==> config.mk <==
export PLATFORM = sky130hd
export DESIGN_NAME = fetch_stage
export DESIGN_NICKNAME = d
export VERILOG_FILES = /design/src/rtl/cpu_pkg.sv /design/src/rtl/fetch_skid.sv /design/src/rtl/fetch_stage.sv
export SDC_FILE = /design/constraint.sdc
export NUM_CORES = 1
export LEC_CHECK = 0
export CAP_MARGIN = 40
export CORE_MARGIN = 3
export CORE_UTILIZATION = 44
export DETAILED_ROUTE_END_ITERATION = 6
export HOLD_SLACK_MARGIN = 0.02
export PLACE_DENSITY = 0.82
export RECOVER_POWER = 100
export SYNTH_ARGS = -nofsm -noshare
export SYNTH_HDL_FRONTEND = slang
export SYNTH_SLANG_ARGS = --single-unit
==> constraint.sdc <==
create_clock -name clk -period 3.8 [get_ports clk]
set_input_delay 0.57 -clock clk [delete_from_list [all_inputs] [get_ports clk]]
set_output_delay 0.57 -clock clk [all_outputs]
set_load 0.03 [all_outputs]
==> src/rtl/cpu_pkg.sv <==
// Shared CPU definitions: opcodes, PC width, fetch FSM states and the
// backward-taken branch target helper.
package cpu_pkg;
    localparam int PC_W = 16;

    localparam logic [3:0] OP_B   = 4'hC;
    localparam logic [3:0] OP_HLT = 4'hF;

    typedef enum logic [1:0] {
        ST_RUN  = 2'd0,
        ST_HOLD = 2'd1,
        ST_HALT = 2'd2
    } fetch_state_t;

    // Branch target: PC of the branch + 2 + sign-extended 9-bit word offset.
    function automatic logic [PC_W-1:0] btfn_target(input logic [PC_W-1:0] pc_in,
                                                    input logic [8:0]      off);
        return pc_in + 16'd2 + {{6{off[8]}}, off, 1'b0};
    endfunction
endpackage

==> src/rtl/fetch_skid.sv <==
// One-entry skid buffer that parks an instruction word returning from
// memory while the pipeline is stalled.
module fetch_skid
    import cpu_pkg::*;
(
    input  logic            clk,
    input  logic            rst,
    input  logic            i_load,
    input  logic            i_drain,
    input  logic            i_clear,
    input  logic [15:0]     i_data,
    input  logic [PC_W-1:0] i_pc,
    output logic            o_valid,
    output logic [15:0]     o_data,
    output logic [PC_W-1:0] o_pc
);
    logic            r_valid;
    logic [15:0]     r_data;
    logic [PC_W-1:0] r_pc;

    // Clear (redirect) beats a load issued in the same cycle.
    always_ff @(posedge clk) begin
        if (rst || i_clear) begin
            r_valid <= 1'b0;
        end else if (i_load) begin
            r_valid <= 1'b1;
        end else if (i_drain) begin
            r_valid <= 1'b0;
        end
    end

    always_ff @(posedge clk) begin
        if (i_load) begin
            r_data <= i_data;
            r_pc   <= i_pc;
        end
    end

    assign o_valid = r_valid;
    assign o_data  = r_data;
    assign o_pc    = r_pc;
endmodule

==> src/rtl/fetch_stage.sv <==
// Instruction fetch stage with one in-flight request, stall skid buffer and
// halt detection. Define FETCH_BTFN_EN for backward-taken static prediction.
module fetch_stage
    import cpu_pkg::*;
#(
    parameter logic [15:0] RESET_PC = 16'h0000
) (
    input  logic        clk,
    input  logic        rst,
    input  logic        stall,
    input  logic        redir_valid,
    input  logic [15:0] redir_pc,
    output logic        imem_en,
    output logic [15:0] imem_addr,
    input  logic [15:0] imem_rdata,
    output logic        ifid_valid,
    output logic [15:0] ifid_instr,
    output logic [15:0] ifid_pc,
    output logic [15:0] ifid_pc_plus2,
    output logic        ifid_pred_taken,
    output logic        hlt,
    output logic [15:0] pc
);
    fetch_state_t    r_state, w_state_next;
    logic [PC_W-1:0] r_pc, w_pc_next;
    logic            r_inf_valid, w_inf_valid_next;
    logic [PC_W-1:0] r_inf_pc, w_inf_pc_next;
    logic            r_ifid_valid, w_ifid_valid_next;
    logic [15:0]     r_ifid_instr, w_ifid_instr_next;
    logic [PC_W-1:0] r_ifid_pc, w_ifid_pc_next;
`ifdef FETCH_BTFN_EN
    logic            r_ifid_pred, w_ifid_pred_next;
`endif

    logic            w_skid_load, w_skid_drain, w_skid_clear, w_skid_valid;
    logic [15:0]     w_skid_data;
    logic [PC_W-1:0] w_skid_pc;
    logic            w_load;
    logic [15:0]     w_load_instr;
    logic [PC_W-1:0] w_load_pc;

    fetch_skid u_skid (
        .clk     (clk),
        .rst     (rst),
        .i_load  (w_skid_load),
        .i_drain (w_skid_drain),
        .i_clear (w_skid_clear),
        .i_data  (imem_rdata),
        .i_pc    (r_inf_pc),
        .o_valid (w_skid_valid),
        .o_data  (w_skid_data),
        .o_pc    (w_skid_pc)
    );

    always_comb begin
        w_state_next      = r_state;
        w_pc_next         = r_pc;
        w_inf_valid_next  = r_inf_valid;
        w_inf_pc_next     = r_inf_pc;
        w_ifid_valid_next = r_ifid_valid;
        w_ifid_instr_next = r_ifid_instr;
        w_ifid_pc_next    = r_ifid_pc;
`ifdef FETCH_BTFN_EN
        w_ifid_pred_next  = r_ifid_pred;
`endif
        w_skid_load       = 1'b0;
        w_skid_drain      = 1'b0;
        w_skid_clear      = 1'b0;
        w_load            = 1'b0;
        w_load_instr      = imem_rdata;
        w_load_pc         = r_inf_pc;

        case (r_state)
            ST_RUN: begin
                if (!stall) begin
                    w_pc_next         = r_pc + 16'd2;
                    w_inf_valid_next  = 1'b1;
                    w_inf_pc_next     = r_pc;
                    w_load            = r_inf_valid;
                    w_ifid_valid_next = r_inf_valid;
                end else if (r_inf_valid) begin
                    // Word arriving under stall must not be lost: park it.
                    w_skid_load      = 1'b1;
                    w_inf_valid_next = 1'b0;
                    w_state_next     = ST_HOLD;
                end
            end
            ST_HOLD: begin
                if (!stall) begin
                    w_skid_drain      = 1'b1;
                    w_load            = w_skid_valid;
                    w_load_instr      = w_skid_data;
                    w_load_pc         = w_skid_pc;
                    w_ifid_valid_next = w_skid_valid;
                    w_state_next      = ST_RUN;
                end
            end
            ST_HALT: begin
                w_inf_valid_next = 1'b0;
            end
            default: begin
                w_state_next = ST_RUN;
            end
        endcase

        if (w_load) begin
            w_ifid_instr_next = w_load_instr;
            w_ifid_pc_next    = w_load_pc;
`ifdef FETCH_BTFN_EN
            w_ifid_pred_next  = 1'b0;
`endif
            if (w_load_instr[15:12] == OP_HLT) begin
                w_state_next     = ST_HALT;
                w_inf_valid_next = 1'b0;
            end
`ifdef FETCH_BTFN_EN
            else if (w_load_instr[15:12] == OP_B && w_load_instr[8]) begin
                w_ifid_pred_next = 1'b1;
                w_pc_next        = btfn_target(w_load_pc, w_load_instr[8:0]);
                w_inf_valid_next = 1'b0;
            end
`endif
        end

        // Execute-stage redirect outranks stall, halt and prediction.
        if (redir_valid) begin
            w_pc_next         = redir_pc;
            w_inf_valid_next  = 1'b0;
            w_skid_load       = 1'b0;
            w_skid_drain      = 1'b0;
            w_skid_clear      = 1'b1;
            w_ifid_valid_next = 1'b0;
            w_state_next      = ST_RUN;
        end
    end

    always_ff @(posedge clk) begin
        if (rst) begin
            r_state      <= ST_RUN;
            r_pc         <= RESET_PC;
            r_inf_valid  <= 1'b0;
            r_inf_pc     <= '0;
            r_ifid_valid <= 1'b0;
            r_ifid_instr <= '0;
            r_ifid_pc    <= '0;
        end else begin
            r_state      <= w_state_next;
            r_pc         <= w_pc_next;
            r_inf_valid  <= w_inf_valid_next;
            r_inf_pc     <= w_inf_pc_next;
            r_ifid_valid <= w_ifid_valid_next;
            r_ifid_instr <= w_ifid_instr_next;
            r_ifid_pc    <= w_ifid_pc_next;
        end
    end

`ifdef FETCH_BTFN_EN
    always_ff @(posedge clk) begin
        if (rst) begin
            r_ifid_pred <= 1'b0;
        end else begin
            r_ifid_pred <= w_ifid_pred_next;
        end
    end
    assign ifid_pred_taken = r_ifid_pred;
`else
    assign ifid_pred_taken = 1'b0;
`endif

    assign imem_en       = (r_state == ST_RUN) && !stall && !rst;
    assign imem_addr     = r_pc;
    assign pc            = r_pc;
    assign hlt           = (r_state == ST_HALT);
    assign ifid_valid    = r_ifid_valid;
    assign ifid_instr    = r_ifid_instr;
    assign ifid_pc       = r_ifid_pc;
    assign ifid_pc_plus2 = r_ifid_pc + 16'd2;
endmodule

==> summary.md <==
| Metric | Value |
|---|---|
| Status | `complete, but fails checks` |
| Violated checks | `max-capacitance violations, max-slew violations` |
| Layout cell share with drive strength beyond 1 | `under 10%` |
| CP Data Arrival Time | `3.40 ns` |
| Final period demand of the worst path | `between 3 and 4 ns` |
| Critical-path maximum fanout | `16` |
| Floorplan core area | `a little under 10000 um^2` |
| Number of inserted diodes | `0` |
| Slew margin rel. | `-17.47%` |
| Detail-routed via count per cell | `5.205` |
| Buffers from clock root to sink, at most | `2` |
| Sum of internal, switching and leakage power | `between 0.002 and 0.0025 W` |
| Area growth from synthesis to final layout | `28.48%` |
| Summed negative setup slack over all endpoints | `0 ns` |
| Number of storage elements in the synthesis netlist | `101` |
| IO Count | `120` |
| PostCTS Resize Cnt | `0` |
| Highest cell delay on the worst timing path | `1.20 ns` |
| Most used flip-flop cell after synthesis | `sky130_fd_sc_hd__dfxtp_1` |
| Placement-stage worst setup slack | `0.7103 ns` |
| TritonCTS clock tree | `built` |
| Count of yosys warnings during synthesis | `0` |
| Kind of end point of the critical path | `flip-flop` |
| Pin count of the biggest net entering global routing | `66` |
| Fraction of registers with async set/reset | `0%` |
| Clock insertion delay at the later pin of the skew report | `roughly 0.35 ns` |
| Final number of hold-violating endpoints | `0` |
| Number of global-route vias before repair | `3293` |
| RSZ-0062 raised after global routing | `false` |
| Number of synthesized flops with an enable pin | `32` |
| Worst IR Drop VDD | `0.2188 mV` |
| Routed wire length per instance | `15.00 um` |
| Relative contribution of sequential cells to total power | `around 55%` |
| Internal power summed over all cells | `0.001593 W` |
| Largest cells by area after synthesis | `sky130_fd_sc_hd__dfxtp_1, sky130_fd_sc_hd__edfxtp_1, sky130_fd_sc_hd__mux2i_1` |
| Initial Utilization | `~45%` |
| Setup repair bufs after CTS | `0` |
| Clock-pin slew on the worst setup and hold paths | `0.09 ns` |
| Worst min-delay path class | `reg -> reg` |
| Required @ worst endpoint | `about 4 ns` |
| Utilization after layout | `between 50 and 60%` |
| Worst hold margin | `0.4674 ns` |
| Number of port buffers | `118` |
| Top cell family by delay on the critical path | `buffers and inverters` |
| Number of sinks handled by clock tree synthesis | `101` |
| Timing-limited maximum frequency | `311.2 MHz` |
| Area share of the largest cell type after synthesis | `31.10%` |
| Die footprint | `11340 um^2` |
| Sequential fraction of the synthesis area | `52.73%` |
| Startpoint type of the worst setup path | `input pin` |
| Initial antenna violation count | `0` |
| Most frequent cells in the layout | `sky130_fd_sc_hd__dlygate4sd3_1, sky130_fd_sc_hd__dfxtp_1, sky130_fd_sc_hd__nor2_1, sky130_fd_sc_hd__nand2_1, sky130_fd_sc_hd__a211oi_1` |
| Netlist Area Pre-Place | `4442 um^2` |
| Switching fraction of total power | `25.88%` |
| Share of power burned in combinational logic | `14.0%` |
| Clock share of power | `30.6%` |
| Number of placement rows | `36` |
| Router iterations before antenna repair | `4` |
| Tcrit/Tclk final | `a little over four fifths` |
| CTS Hold Bufs | `0` |
| Number of buffer and inverter instances along the worst setup path | `2` |
| Number of violations of the max-capacitance limit | `2` |
| CTS HTree Levels | `3` |
| Final WL | `9973 um` |
| Power density cells | `376.6 nW/um^2` |
| Final net count | `565` |
| Kind of critical path | `in -> reg` |
| Largest area contributor in the synthesized netlist | `sky130_fd_sc_hd__dfxtp_1` |
| DRC violation total after the first TritonRoute iteration | `117` |
| Number of distinct library cells after synthesis | `48` |
| DRC errors left | `0` |
| Post-route ant nets | `0` |
| Cell with the biggest individual delay on the critical path | `sky130_fd_sc_hd__nor3b_1` |
| Total overflow reported by the global router | `0` |
| Count of endpoints failing setup in the final report | `0` |
| PnR worst setup slack | `0.5868 ns` |
| Post-synthesis instance total | `435` |
| First-pass GRT wire length | `16390 um` |
| HPWL Detailed | `7199 um` |
| Leading cell type in the layout, fill and taps excluded | `sky130_fd_sc_hd__dlygate4sd3_1` |
| Slew @ Worst Pin | `1.762 ns` |
| Cells along the critical path | `dlygate4sd3_1 -> nor3b_1 -> clkbuf_2 -> mux2i_1 -> a211oi_1` |
| Net switching power figure | `0.0005562 W` |
| CTS root buf | `sky130_fd_sc_hd__clkbuf_8` |
| Post-Route Skew | `between 0.008 and 0.009 ns` |
| Fill cell count | `844` |
| Die Ht | `106.5 um` |
| Final RePlAce weighted congestion | `0.7762` |
| Nets in the synthesized netlist | `roughly 470` |
| Total number of vias | `about 3500` |
| Total global-route track usage | `17.85%` |
| Die span in x | `between 100 and 150 um` |
| Number of clock buffers inserted by TritonCTS | `9` |
| Max Transition Viols Final | `33` |
| Pleak | `2.079 nW` |
| Mean instance size in the synthesized netlist | `just over 10 um^2` |
cell type report:
type | instances | area, um^2 | area share, %
clock buffers | 14 | 152.6 | 2.675
clock inverters | 2 | 35.03 | 0.6139
inverters | 7 | 26.28 | 0.4604
multi-input cells | 283 | 1772 | 31.05
flip-flops and latches | 101 | 2342 | 41.04
well taps | 133 | 166.4 | 2.916
repair buffers | 125 | 1212 | 21.25
cell families after synthesis:
group	count (synthesis)	synth area share (%)
other cells	1	0.08443
flops	101	52.73
fa+ha+maj	2	0.5633
buf+inv	51	6.197
mux	32	7.239
simple gates	148	16.56
xor+xnor	22	4.338
compound gates	78	12.28
synth_stat cells, types with 2 or more instances:
master                     number
sky130_fd_sc_hd__xor2_1         9
sky130_fd_sc_hd__nand2_1       47
sky130_fd_sc_hd__inv_1          7
sky130_fd_sc_hd__nor3_1         3
sky130_fd_sc_hd__buf_4         18
sky130_fd_sc_hd__ha_1           2
sky130_fd_sc_hd__nor2_1        54
sky130_fd_sc_hd__or2_2          2
sky130_fd_sc_hd__xnor2_1       13
sky130_fd_sc_hd__nor3b_1        2
sky130_fd_sc_hd__a211oi_1      38
sky130_fd_sc_hd__a21oi_1       24
sky130_fd_sc_hd__or3_1          2
sky130_fd_sc_hd__o31a_1         4
sky130_fd_sc_hd__a311oi_1       3
sky130_fd_sc_hd__and4_1         2
sky130_fd_sc_hd__dfxtp_1       69
sky130_fd_sc_hd__edfxtp_1      32
sky130_fd_sc_hd__o21ai_0        3
sky130_fd_sc_hd__clkbuf_1      10
sky130_fd_sc_hd__and3_1         5
sky130_fd_sc_hd__mux2i_1       31
sky130_fd_sc_hd__nand3_1        8
sky130_fd_sc_hd__nand4_1        8
sky130_fd_sc_hd__nor4_1         2
sky130_fd_sc_hd__buf_1          3
sky130_fd_sc_hd__buf_2         13
routing by layer:
layer | track usage, % | share of wire, %
met4 | 7.306 | 2.0
met3 | 3.036 | 6.7
met5 | 0 | 0
met2 | 28.24 | 47
met1 | 24.33 | 45
state kept, by name (all words and copies together), names as in the netlist:
signal	count
r_inf_valid	1
u_skid.o_pc	16
ifid_instr	16
r_state	2
u_skid.o_valid	1
u_skid.o_data	16
imem_addr	16
r_inf_pc	16
ifid_pc	16
ifid_valid	1
power by group through the flow:
stage               Combinational [W]  Clock [W]  Sequential, W
floorplan                    0.000155          0        0.00125
global placement             0.000320          0        0.00121
detailed placement           0.000325          0        0.00122
CTS                          0.000327   0.000677        0.00119
global route                 0.000324   0.000713        0.00120
finish                       0.000302   0.000659        0.00119
per-stage QoR:
step | cells | cell area [um^2]
3_5_place_dp | 649 | 5599
5_1_grt | 665 | 5707
4_1_cts | 665 | 5787
6_report | 665 | 5707
3_3_place_gp | 649 | 5599
2_1_floorplan | 435 | 4442
tightest hold or removal path, stage by stage, from the launching register on:
cell and delay, ns:
sky130_fd_sc_hd__dfxtp_1 0.32, sky130_fd_sc_hd__nand2_1 0.05, sky130_fd_sc_hd__a21oi_1 0.05
worst paths after layout:
check                                              from                 endpoint  slack, ns  cells past startpoint
worst max-delay path                              stall  ifid_pc[9]$_SDFFE_PP0P_       0.59                      5
worst min-delay path            ifid_valid$_SDFFE_PP0P_  ifid_valid$_SDFFE_PP0P_       0.47                      2
worst max register to register    r_state[0]$_SDFF_PP0_  ifid_pc[9]$_SDFFE_PP0P_       0.85                      4
worst min register to register  ifid_valid$_SDFFE_PP0P_  ifid_valid$_SDFFE_PP0P_       0.47                      2
Power figures use the tool's default switching activity.
